==> src/rtl/seq_shifter.sv <==
// seq_shifter
//   Multi-cycle shift unit: applies a 0..(2**CNTW-1) position shift one bit
//   per clock, with logical/arithmetic left/right modes, carry-out of the
//   last bit shifted out and sticky arithmetic-left overflow.
//
// Ports
//   clk   : rising-edge clock
//   rst   : asynchronous, active-high reset
//   start : request; only sampled while idle
//   op    : 00 logical left, 01 logical right, 10 arithmetic left,
//           11 arithmetic right
//   A     : operand, captured on accept
//   amt   : shift distance, captured on accept
//   busy  : high while shifting (exactly amt cycles)
//   done  : one-cycle pulse, result valid
//   Y     : result, held until the next accept
//   cout  : last bit shifted out (0 when amt = 0)
//   ovf   : arithmetic-left overflow, sticky for the operation
module seq_shifter #(
    parameter int WIDTH = 16,
    parameter int CNTW  = 4
) (
    input  logic             clk,
    input  logic             rst,
    input  logic             start,
    input  logic [1:0]       op,
    input  logic [WIDTH-1:0] A,
    input  logic [CNTW-1:0]  amt,
    output logic             busy,
    output logic             done,
    output logic [WIDTH-1:0] Y,
    output logic             cout,
    output logic             ovf
);

    typedef enum logic [1:0] {
        IDLE  = 2'd0,
        SHIFT = 2'd1,
        DONE  = 2'd2
    } state_t;

    localparam logic [1:0] OP_LSL = 2'b00;
    localparam logic [1:0] OP_LSR = 2'b01;
    localparam logic [1:0] OP_ASL = 2'b10;
    localparam logic [1:0] OP_ASR = 2'b11;

    state_t            state, state_nx;
    logic [CNTW-1:0]   cnt;
    logic [1:0]        op_r;
    logic [WIDTH-1:0]  step_y;
    logic              step_c;
    logic              step_v;

    // State register; busy/done are flopped from the next state so both
    // are clean registered outputs aligned with the state they describe.
    always_ff @(posedge clk or posedge rst) begin
        if (rst) begin
            state <= IDLE;
            busy  <= 1'b0;
            done  <= 1'b0;
        end else begin
            state <= state_nx;
            busy  <= (state_nx == SHIFT);
            done  <= (state_nx == DONE);
        end
    end

    always_comb begin
        state_nx = state;
        case (state)
            IDLE: begin
                if (start) begin
                    state_nx = (amt != '0) ? SHIFT : DONE;
                end
            end
            SHIFT: begin
                if (cnt == CNTW'(1)) begin
                    state_nx = DONE;
                end
            end
            DONE:    state_nx = IDLE;
            default: state_nx = IDLE;
        endcase
    end

    // One-bit step of the current result.
    always_comb begin
        step_y = Y;
        step_c = 1'b0;
        step_v = 1'b0;
        case (op_r)
            OP_LSL: begin
                step_y = {Y[WIDTH-2:0], 1'b0};
                step_c = Y[WIDTH-1];
            end
            OP_LSR: begin
                step_y = {1'b0, Y[WIDTH-1:1]};
                step_c = Y[0];
            end
            OP_ASL: begin
                step_y = {Y[WIDTH-2:0], 1'b0};
                step_c = Y[WIDTH-1];
                step_v = Y[WIDTH-1] ^ Y[WIDTH-2];
            end
            OP_ASR: begin
                step_y = {Y[WIDTH-1], Y[WIDTH-1:1]};
                step_c = Y[0];
            end
            default: ;
        endcase
    end

    always_ff @(posedge clk or posedge rst) begin
        if (rst) begin
            Y    <= '0;
            cnt  <= '0;
            op_r <= '0;
            cout <= 1'b0;
            ovf  <= 1'b0;
        end else begin
            case (state)
                IDLE: begin
                    if (start) begin
                        Y    <= A;
                        cnt  <= amt;
                        op_r <= op;
                        cout <= 1'b0;
                        ovf  <= 1'b0;
                    end
                end
                SHIFT: begin
                    Y    <= step_y;
                    cnt  <= cnt - CNTW'(1);
                    cout <= step_c;
                    ovf  <= ovf | step_v;
                end
                default: ;
            endcase
        end
    end

endmodule

==> config.mk <==
export PLATFORM = sky130hd
export DESIGN_NAME = seq_shifter
export DESIGN_NICKNAME = d
export VERILOG_FILES = /design/src/rtl/seq_shifter.sv
export SDC_FILE = /design/constraint.sdc
export NUM_CORES = 1
export LEC_CHECK = 0
export BUFFER_PORTS_ARGS = -buffer_cell sky130_fd_sc_hd__buf_2
export CORE_ASPECT_RATIO = 0.9
export CORE_MARGIN = 2
export CORE_UTILIZATION = 55
export DETAILED_ROUTE_END_ITERATION = 10
export PLACE_DENSITY = 0.82
export SYNTH_ARGS = -nofsm -noshare
export SYNTH_HDL_FRONTEND = slang
export SYNTH_SLANG_ARGS = --single-unit
==> constraint.sdc <==
create_clock -name clk -period 2.4 [get_ports clk]
set_input_delay 0.24 -clock clk [delete_from_list [all_inputs] [get_ports clk]]
set_output_delay 0.24 -clock clk [all_outputs]
set_load 0.005 [all_outputs]
Word level (Yosys, flattened, before mapping)

Index checks and enable logic that the tools add are counted.

Bits in registers: 28
Bits in latches: 0
Bits in writable memories: 0
ROM bits: 0
Input port bits: 25
Output and inout port bits: 20
Memories kept: 0

Add/subtract/negate cells: 1
Multipliers: 0
Div/mod/pow operators: 0
Magnitude comparators: 0
Eq/ne operators: 9
Shift-type cells: 0
Muxes and demuxes: 14
Bitwise operators: 2
Reduce and logical (&&, ||, !) cells: 9

Operators by type and width:

| operator                                            | count |
|---|---|
| one-hot mux 16 bit (3 select lines)                 | 1 |
| one-hot mux 16 bit (2 select lines)                 | 1 |
| 2-to-1 mux 16 bit                                   | 1 |
| one-hot mux 4 bit (2 select lines)                  | 1 |
| equality test 2 x 1 -> 1 bit, second input constant | 3 |
| equality test 2 bit, second input constant          | 3 |
| 2-to-1 mux 2 bit                                    | 3 |
| one-hot mux 1 bit (2 select lines)                  | 3 |
| equality test 4 x 1 -> 1 bit, second input constant | 1 |
| zero test 2 bit                                     | 2 |
| 2-to-1 mux 4 bit                                    | 1 |
| inequality test 2 bit, second input constant        | 2 |
| one-hot mux 2 bit (2 select lines)                  | 1 |
| AND reduction 2 bit                                 | 2 |
| nonzero test 4 bit                                  | 1 |
| OR reduction 2 bit                                  | 2 |
| subtractor 4 x 1 -> 4 bit, second input constant    | 1 |
| AND reduction 3 bit                                 | 1 |
| 2-to-1 mux 1 bit                                    | 2 |
| nonzero test 2 bit                                  | 1 |
| OR 1 bit                                            | 1 |
| XOR 1 bit                                           | 1 |

Depth between registers and ports, before layout

Gate-level depths: netlist (run 1).

Depth in word-level cells: 5
Depth in mapped cells: 6
Gate-level depth less buffers: 5

Least setup slack after synthesis (run 1)

Ideal clock, no wire load.

Path kind: flip-flop to flip-flop
Start point: reg state[0]
End point: reg Y[15]
Setup time: 0.125 ns
Arrival time: 1.241 ns
Data required time: 2.275 ns
Path slack: 1.034 ns
Stages on the path, launching flop included: 6
Buffers on the path: 2
Path through: dfrtp_1 > buf_6 > nor2b_4 > buf_6 > mux2_4 > mux2_4

Longest elaborated chain between the ends: 3

Ends and longest elaborated chain:

| element                                                                      | RTL line | text |
|---|---|---|
| from (decl)                                                                  | 47       | `state_t state, state_nx;` |
| from (signal assigned)                                                       | 62       | `state <= state_nx;` |
| equality test 2 x 1 -> 1 bit / zero test 2 bit (equally long branches)       | 121      | `case (state)` |
| inequality test 2 bit (no line) / nonzero test 2 bit (equally long branches) | -        |  |
| AND reduction 3 bit (no line)                                                | -        |  |
| to (signal assigned)                                                         | 132      | `Y <= step_y;` |
| to (decl)                                                                    | 31       | `output logic [WIDTH-1:0] Y,` |

Parallel ways exist; a longest one is shown, timed or not.
A chain may end at the register's enable or synchronous reset.

Worst setup path after layout (run 1)

Start point: reg state[0]
End point: reg Y[8]

Longest elaborated chain between the ends: 3

Ends and longest elaborated chain:

| element                                                                      | RTL line |
|---|---|
| equality test 2 x 1 -> 1 bit / zero test 2 bit (equally long branches)       | 121 |
| nonzero test 2 bit (no line) / inequality test 2 bit (equally long branches) | - |
| AND reduction 2 bit (no line)                                                | - |

Parallel ways exist; a longest one is shown, timed or not.

==> metrics.txt, run 1 <==
register area share after synthesis=0.446; Critical Path Start Type=flip-flop; initial antenna violation count=0; Clock Latency Late Sink=0.34 ns; fin cells=249; Largest stage delay, worst path=0.67 ns; Post-synth EDFFs=0; Worst Setup SP=state[0]$_DFF_PP0_; die height=54.7 um; reg2reg path depth=3; Yosys cell types=33; # setup viols final=0; n_diodes=0; CP Class=flip-flop to flip-flop; static leakage=roughly 0.86 nW; first-pass GRT wire length=5840 um; Total GRT Usage=0.238; antenna-violating nets left=0; Post-CTS Hold Buffers=1; vias in the first global route=~1.3k; maxcap violations=0; Critical Path Sink Type=flip-flop; worst-path cell with the longest stage delay=dfrtp_1; ys flop type=dfrtp_1; Core Area=2730 sq um; #FFs+latches synth=28; post-CTS setup buffers=0; Worst Hold Class=primary input to flip-flop; routability cong.=0.837; vias per inst=5.57; Pins Over Slew Limit=0; CP Cell Sequence=nand2b_1 -> a211oi_1 -> o31ai_1; syn_nets=slightly below 200; Routed WL=approximately 3600 um; Top-Level Pins=45; top layer in use=met4; VDD IR-drop max=0.651 mV; initial core utilization=0.576; worst-margin pin slew=0.655 ns; DR WL met3=~160 um; Arrival @ worst endpoint=approximately 2.0 ns; Power Density=1370 nW/um^2; worst r2r src=state[0]$_DFF_PP0_; fin area=about 1800 sq um; layout cell share with drive strength beyond 1=0.273; status=finished clean; Final Core Density=0.677; Pre-Repair DR Iteration Count=5; Mapped Avg Cell Area=9.18 sq um; P&R area growth vs syn=17.5%; Period Utilization, post-route=0.729; CTS Buf Count=3; clk sinks=28; cell family with most CP delay=flip-flops; post-synthesis cell area=about 1600 sq um; met2 WL post-DR=1730 um; Die Wd=60.3 um; Residual DRC=0; WHS=0.0744 ns; final hold violations=0; Clock Skew=0.00512 ns; Fmax achieved=571 MHz; Final WS setup=0.650 ns; Req. time, crit path=2.63 ns; port bufs=44; most common cell after layout, fill and taps aside=buf_2; Placed Area=1780 sq um; Tot Pwr=2.53 mW; Critical Path Stages=3; H-Tree Depth=1; crit path to=Y[8]$_DFFE_PP0P_; CTS tree=built; Worst Path Buf+Inv=0; Rows=18; clk buf depth=2; root buffer cell=clkbuf_4; setup_tns=0 ns; DP Worst Slack=0.672 ns; RSZ-0062 raised after global routing=no; via count=1386; reg2reg end=Y[8]$_DFFE_PP0P_; dpl cells=approximately 240; Slew headroom=0.564; Congestion Overflow GR=0; commonest non-fill, non-tap cells in the layout=44 x buf_2, 28 x dfrtp_1, 25 x nand2_1; Worst-path clk slew=0.16 ns; Starting DRT DRC Count=66; final net count=237; Met1 Wirelength=1640 um; FF-to-FF setup slack=0.65 ns; Post-CTS Resized=0; Synth Instances=171; minimum clock period=1.75 ns; Post-synth ARST share=1.00; die area=3300 sq um; WL per Instance=14.3 um; Yosys Warn Count=0; largest net degree at the start of global routing=29; HPWL after detailed placement=2500 um; crit-path max FO=17
## cell usage after synthesis, types with 2 or more instances
master | instances | area, sq um
nor2_1 | 16 | 60.1
inv_1 | 4 | 15.0
nand3b_1 | 3 | 22.5
buf_4 | 4 | 30.0
buf_2 | 4 | 20.0
nand2_1 | 25 | 93.8
dfrtp_1 | 28 | 701
clkbuf_1 | 5 | 18.8
o22a_1 | 2 | 17.5
o21ai_0 | 3 | 15.0
nand3_1 | 2 | 10.0
ha_1 | 2 | 25.0
a211oi_1 | 14 | 105
buf_6 | 2 | 22.5
nor3b_1 | 3 | 22.5
o22ai_1 | 3 | 18.8
a21oi_1 | 6 | 30.0
o31ai_1 | 14 | 105
mux2_4 | 2 | 30.0
nor2b_1 | 16 | 100
## how the worst min path moves through the flow
stage / from / endpoint / slack, ns / cells after the start
2_1_floorplan: rst / Y[0]$_DFFE_PP0P_ / 0.31 / 1
3_3_place_gp: rst / ovf$_DFFE_PP0P_ / 0.32 / 3
3_5_place_dp: rst / Y[12]$_DFFE_PP0P_ / 0.33 / 3
4_1_cts: op[1] / op_r[1]$_DFFE_PP0P_ / 0.07 / 3
5_1_grt: op[1] / op_r[1]$_DFFE_PP0P_ / 0.07 / 3
6_report: op[1] / op_r[1]$_DFFE_PP0P_ / 0.07 / 3
## report_power, final
group	switching [mW]	total, mW	internal, mW
logic	0.613	1.22	0.607
clock network	0.149	0.318	0.169
registers	0.280	0.988	0.707
## layer usage
layer | vias up | GRT usage
li1 | 678 | -
met3 | 4 | 0.0284
met1 | 668 | 0.309
met4 | 0 | 0.0444
met5 | - | 0
met2 | 36 | 0.429
## kinds of logic after synthesis
| group | Yosys count | synth area share |
|---|---|---|
| XOR/XNOR | 1 | 0.00558 |
| AND/OR/NAND/NOR | 71 | 0.229 |
| buffers and inverters | 19 | 0.0677 |
| flip-flops | 28 | 0.446 |
| AO/OA/AOI/OAI | 47 | 0.210 |
| multiplexers | 3 | 0.0255 |
| adder cells (fa/ha/maj) | 2 | 0.0159 |
## final cells by class
class	instances	area (sq um)
Multi-Input combinational cell	124	767
Timing Repair Buffer	49	260
Clock inverter	1	30.0
Inverter	4	15.0
Fill cell	215	880
Sequential cell	28	701
Clock buffer	3	22.5
Tap cell	40	50.0
## worst min-delay path, stage by stage
cell and delay, ns:
buf_2 0.07, nand2_1 0.04, nand2_1 0.04
## registers in the layout, indices dropped and copies added (netlist names)
register and flops:
cnt 4, ovf 1, busy 1, state 2
done 1, Y 16, cout 1, op_r 2
Power figures use the tool's default switching activity.
==> run 2: changes to the inputs <==
CORE_UTILIZATION = 51   (was 55)
PLACE_DENSITY = 0.77   (was 0.82)
clock period = 1.7 ns   (was 2.4 ns; I/O delays follow)
==> metrics.txt, run 2 (same netlist as run 1, synthesis figures left out) <==
Residual DRC=0 (unchanged); Placed Area=1810 sq um (was 1780 sq um); worst-margin pin slew=0.667 ns (was 0.655 ns); die height=56.6 um (was 54.7 um); CP Class=flip-flop to flip-flop (unchanged); post-CTS setup buffers=0 (unchanged); Power Density=1870 nW/um^2 (was 1370 nW/um^2); CP Cell Sequence=nand2b_1 -> a211oi_1 -> o31ai_1 (unchanged); via count=1352 (was 1386); Largest regs=Y: 16 flops, cnt: 4 flops (unchanged); Die Wd=62.5 um (was 60.3 um); Total GRT Usage=0.204 (was 0.238); Final WS setup=0.193 ns (was 0.650 ns); Post-CTS Hold Buffers=1 (unchanged); Core Area=3000 sq um (was 2730 sq um); Worst-path clk slew=0.15 ns (was 0.16 ns); status=finished clean (unchanged); Req. time, crit path=1.92 ns (was 2.63 ns); port bufs=44 (unchanged); reg2reg path depth=3 (unchanged); Pre-Repair DR Iteration Count=4 (was 5); Clock Skew=0.00707 ns (was 0.00512 ns); fillers=285 (was 215); Largest stage delay, worst path=0.47 ns (was 0.67 ns); # setup viols final=0 (unchanged); setup_tns=0 ns (unchanged); RSZ-0062 raised after global routing=no (unchanged); root buffer cell=clkbuf_4 (unchanged); Pins Over Slew Limit=0 (unchanged); final hold violations=0 (unchanged); Tot Pwr=3.47 mW (was 2.53 mW); register area=701 sq um (unchanged); Arrival @ worst endpoint=1.73 ns (was 1.98 ns); Critical Path Sink Type=flip-flop (unchanged); HPWL after detailed placement=2420 um (was 2500 um); Slew headroom=0.556 (was 0.564); Routed WL=3390 um (was 3570 um); first-pass GRT wire length=5760 um (was 5840 um); layout cell share with drive strength beyond 1=0.280 (was 0.273); Reg with most FFs=Y (unchanged); Worst Hold Class=primary input to flip-flop (unchanged); Top-Level Pins=45 (unchanged); Congestion Overflow GR=0 (unchanged); largest net degree at the start of global routing=31 (was 29); commonest non-fill, non-tap cells in the layout=44 x buf_2, 28 x dfrtp_1, 25 x nand2_1 (unchanged); initial core utilization=0.524 (was 0.576); DP Worst Slack=0.185 ns (was 0.672 ns); fin area=1860 sq um (was 1850 sq um); clk buf depth=2 (unchanged); Hold Path Cell Cnt=3 (unchanged); CTS tree=built (unchanged); WHS=0.0357 ns (was 0.0744 ns); vias per inst=5.34 (was 5.57); H-Tree Depth=1 (unchanged); antenna-violating nets left=0 (unchanged); worst-path cell with the longest stage delay=dfrtp_1 (unchanged); static leakage=0.862 nW (was 0.855 nW); Fmax achieved=664 MHz (was 571 MHz); VDD IR-drop max=0.812 mV (was 0.651 mV); final net count=239 (was 237); die area=3540 sq um (was 3300 sq um); Starting DRT DRC Count=95 (was 66); vias in the first global route=1281 (was 1341); P&R area growth vs syn=18.4% (was 17.5%); crit-path max FO=17 (unchanged); Post-CTS Resized=0 (unchanged); Period Utilization, post-route=0.886 (was 0.729); Multi-input gate area=767 sq um (unchanged); minimum clock period=1.51 ns (was 1.75 ns); n_diodes=0 (unchanged); Clock Latency Late Sink=0.32 ns (was 0.34 ns); most common cell after layout, fill and taps aside=buf_2 (unchanged); Rows=19 (was 18); CTS Buf Count=3 (unchanged); maxcap violations=0 (unchanged); routability cong.=0.826 (was 0.837); clk sinks=28 (unchanged); Largest register FFs=16 (unchanged); initial antenna violation count=0 (unchanged); WL per Instance=13.4 um (was 14.3 um); Critical Path Start Type=flip-flop (unchanged)
run 2: cell types whose count changed in the layout (fill, tap and decap cells not counted):
cell,change
buf_12,+1
buf_4,+1
clkbuf_8,+1
bufinv_16,-1
run 2: layout make-up:
cell class,instances,area share
Clock buffer,4,0.0195
Inverter,4,0.00808
Multi-Input combinational cell,124,0.413
Sequential cell,28,0.377
Tap cell,42,0.0283
Timing Repair Buffer,51,0.155
run 2: power by group:
| part | switching [mW] | internal, mW |
|---|---|---|
| registers | 0.325 | 1.00 |
| logic | 0.920 | 0.907 |
| clock network | 0.187 | 0.131 |
| total | 1.43 | 2.04 |
run 2: per-stage QoR:
stage,util,instances
after global routing,0.621,253
final,0.621,253
after CTS,0.621,253
after global placement,0.605,248
after detailed placement,0.605,248
after floorplan,-,171
run 2: final timing paths:
kind | startpoint | endpoint | slack [ns]
setup / recovery | state[1]$_DFF_PP0_ | Y[5]$_DFFE_PP0P_ | 0.19
hold / removal | op[1] | op_r[1]$_DFFE_PP0P_ | 0.04
setup reg to reg | state[1]$_DFF_PP0_ | Y[5]$_DFFE_PP0P_ | 0.19
hold reg to reg | ovf$_DFFE_PP0P_ | ovf$_DFFE_PP0P_ | 0.49
max in group asynchronous | rst | cnt[2]$_DFFE_PP0P_ | 0.99
min in group asynchronous | rst | Y[8]$_DFFE_PP0P_ | 0.44
run 2: metal layers:
metal	share of wire	GRT usage	up-vias
met5	0	0	-
li1	-	-	681
met2	0.48	0.355	32
met3	0.042	0.0381	2
met1	0.47	0.268	637
met4	0.0038	0.0381	0
run 2: worst max-delay path: cells and delay by family (launching register included):
| family | cells | cell delay, ns |
|---|---|---|
| DFF | 1 | 0.47 |
| and+or+nand+nor | 1 | 0.47 |
| AOI/OAI and AO/OA | 2 | 0.46 |
==> run 3: changes to the inputs <==
==> constraint.sdc (replaced) <==
create_clock -name clk -period 1.7 [get_ports clk]
set_input_delay 0.085 -clock clk [delete_from_list [all_inputs] [get_ports clk]]
set_output_delay 0.085 -clock clk [all_outputs]
set_load 0.005 [all_outputs]
==> metrics.txt, run 3 (same netlist as run 1, synthesis figures left out) <==
worst r2r src=state[1]$_DFF_PP0_ (unchanged); root buffer cell=clkbuf_4 (unchanged); cell family with most CP delay=flip-flops (unchanged); Period Utilization, post-route=0.881 (was 0.886); setup_tns=0 ns (unchanged); Reg with most FFs=Y (unchanged); vias per inst=5.40 (was 5.34); Final Core Density=0.627 (was 0.621); Worst Hold Class=primary input to flip-flop (unchanged); die height=56.6 um (unchanged); # setup viols final=0 (unchanged); final net count=241 (was 239); clk sinks=28 (unchanged); maxcap violations=0 (unchanged); WHS=0.0309 ns (was 0.0357 ns); CTS Buf Count=3 (unchanged); Pre-Repair DR Iteration Count=4 (unchanged); Clock Latency Late Sink=0.32 ns (about the same); Total GRT Usage=0.204 (about the same); fillers=285 (unchanged); Worst-path clk slew=0.15 ns (about the same); Critical Path Start Type=flip-flop (unchanged); FF-to-FF setup slack=0.20 ns (was 0.19 ns); Routed WL=3390 um (about the same); worst-margin pin slew=0.662 ns (was 0.667 ns); initial antenna violation count=0 (unchanged); status=finished clean (unchanged); most common cell after layout, fill and taps aside=buf_2 (unchanged); n_diodes=0 (unchanged); Post-CTS Hold Buffers=3 (was 1); H-Tree Depth=1 (unchanged); antenna-violating nets left=0 (unchanged); Worst Path Buf+Inv=0 (unchanged); routability cong.=0.826 (unchanged); Tot Pwr=3.47 mW (about the same); Req. time, crit path=1.92 ns (about the same); die area=3540 sq um (unchanged); Residual DRC=0 (unchanged); Largest register FFs=16 (unchanged); post-CTS setup buffers=0 (unchanged); final hold violations=0 (unchanged); Largest stage delay, worst path=0.47 ns (about the same); CP Cell Sequence=nand2b_1 -> a211oi_1 -> o31ai_1 (unchanged); port bufs=44 (unchanged); Critical Path Sink Type=flip-flop (unchanged); min-delay src=amt[2] (was op[1]); Arrival @ worst endpoint=1.72 ns (was 1.73 ns); Rows=19 (unchanged); WL per Instance=13.3 um (was 13.4 um); CTS tree=built (unchanged); Slew headroom=0.559 (was 0.556); first-pass GRT wire length=5780 um (was 5760 um); initial core utilization=0.524 (unchanged); vias in the first global route=1286 (was 1281); P&R area growth vs syn=19.7% (was 18.4%); Hold Path Cell Cnt=3 (unchanged); clk buf depth=2 (unchanged); CP Class=flip-flop to flip-flop (unchanged); Congestion Overflow GR=0 (unchanged); Post-CTS Resized=0 (unchanged); RSZ-0062 raised after global routing=no (unchanged); Largest regs=Y: 16 flops, cnt: 4 flops (unchanged); Pins Over Slew Limit=0 (unchanged); largest net degree at the start of global routing=31 (unchanged); minimum clock period=1.50 ns (was 1.51 ns); HPWL after detailed placement=2420 um (unchanged); Starting DRT DRC Count=103 (was 95); worst-path cell with the longest stage delay=dfrtp_1 (unchanged); reg2reg path depth=3 (unchanged); fin cells=255 (was 253); Die Wd=62.5 um (unchanged); Top-Level Pins=45 (unchanged); Clock Skew=0.00935 ns (was 0.00707 ns); dpl cells=248 (unchanged); Power Density=1850 nW/um^2 (was 1870 nW/um^2); layout cell share with drive strength beyond 1=0.277 (was 0.280); Core Area=3000 sq um (unchanged); via count=1378 (was 1352); WHS Endpoint=cnt[2]$_DFFE_PP0P_ (was op_r[1]$_DFFE_PP0P_); static leakage=0.871 nW (was 0.862 nW); reg2reg end=Y[5]$_DFFE_PP0P_ (unchanged); commonest non-fill, non-tap cells in the layout=44 x buf_2, 28 x dfrtp_1, 25 x nand2_1 (unchanged); crit-path max FO=17 (unchanged); Fmax achieved=668 MHz (was 664 MHz); VDD IR-drop max=0.816 mV (was 0.812 mV)
==> run 3: cell types whose count changed in the layout (fill, tap and decap cells not counted) <==
cell	delta
dlygate4sd3_1	+2
==> run 3: worst min-delay path: stages <==
cell	delay (ns)
buf_2	0.09
nand2_1	0.05
o211ai_1	0.08
==> run 3: per-stage QoR <==
stage | setup slack (ns) | instance area [sq um]
4_1_cts | 0.174 | 1880
6_report | 0.202 | 1880
3_3_place_gp | 0.247 | 1810
2_1_floorplan | 0.334 | 1570
3_5_place_dp | 0.185 | 1810
5_1_grt | 0.0204 | 1880
==> run 3: worst max path at each step <==
stage	slack (ns)	start	to	cells past startpoint
2_1_floorplan	0.33	state[0]$_DFF_PP0_	Y[15]$_DFFE_PP0P_	5
3_3_place_gp	0.25	state[1]$_DFF_PP0_	Y[4]$_DFFE_PP0P_	3
3_5_place_dp	0.18	state[1]$_DFF_PP0_	Y[8]$_DFFE_PP0P_	3
4_1_cts	0.17	state[1]$_DFF_PP0_	Y[10]$_DFFE_PP0P_	3
5_1_grt	0.02	state[1]$_DFF_PP0_	Y[12]$_DFFE_PP0P_	3
6_report	0.20	state[1]$_DFF_PP0_	Y[5]$_DFFE_PP0P_	3
==> run 3: layout make-up <==
class | instances | area, sq um | share of cell area
Clock buffer | 4 | 36.3 | 0.0193
Inverter | 4 | 15.0 | 0.00799
Multi-Input combinational cell | 124 | 767 | 0.408
Sequential cell | 28 | 701 | 0.373
Tap cell | 42 | 52.6 | 0.0280
Timing Repair Buffer | 53 | 308 | 0.164
==> run 3: layer usage <==
metal	vias to the layer above	wire length, um	global-route usage
met5	-	0	0
met4	0	13	0.0381
met3	2	163	0.0381
met2	40	1630	0.355
met1	649	1590	0.270
li1	687	-	-
==> run 3: report_power, final <==
group | total [mW] | internal (mW) | switching [mW]
registers | 1.32 | 1.00 | 0.324
clock network | 0.317 | 0.131 | 0.186
logic | 1.83 | 0.910 | 0.920
total | 3.47 | 2.04 | 1.43
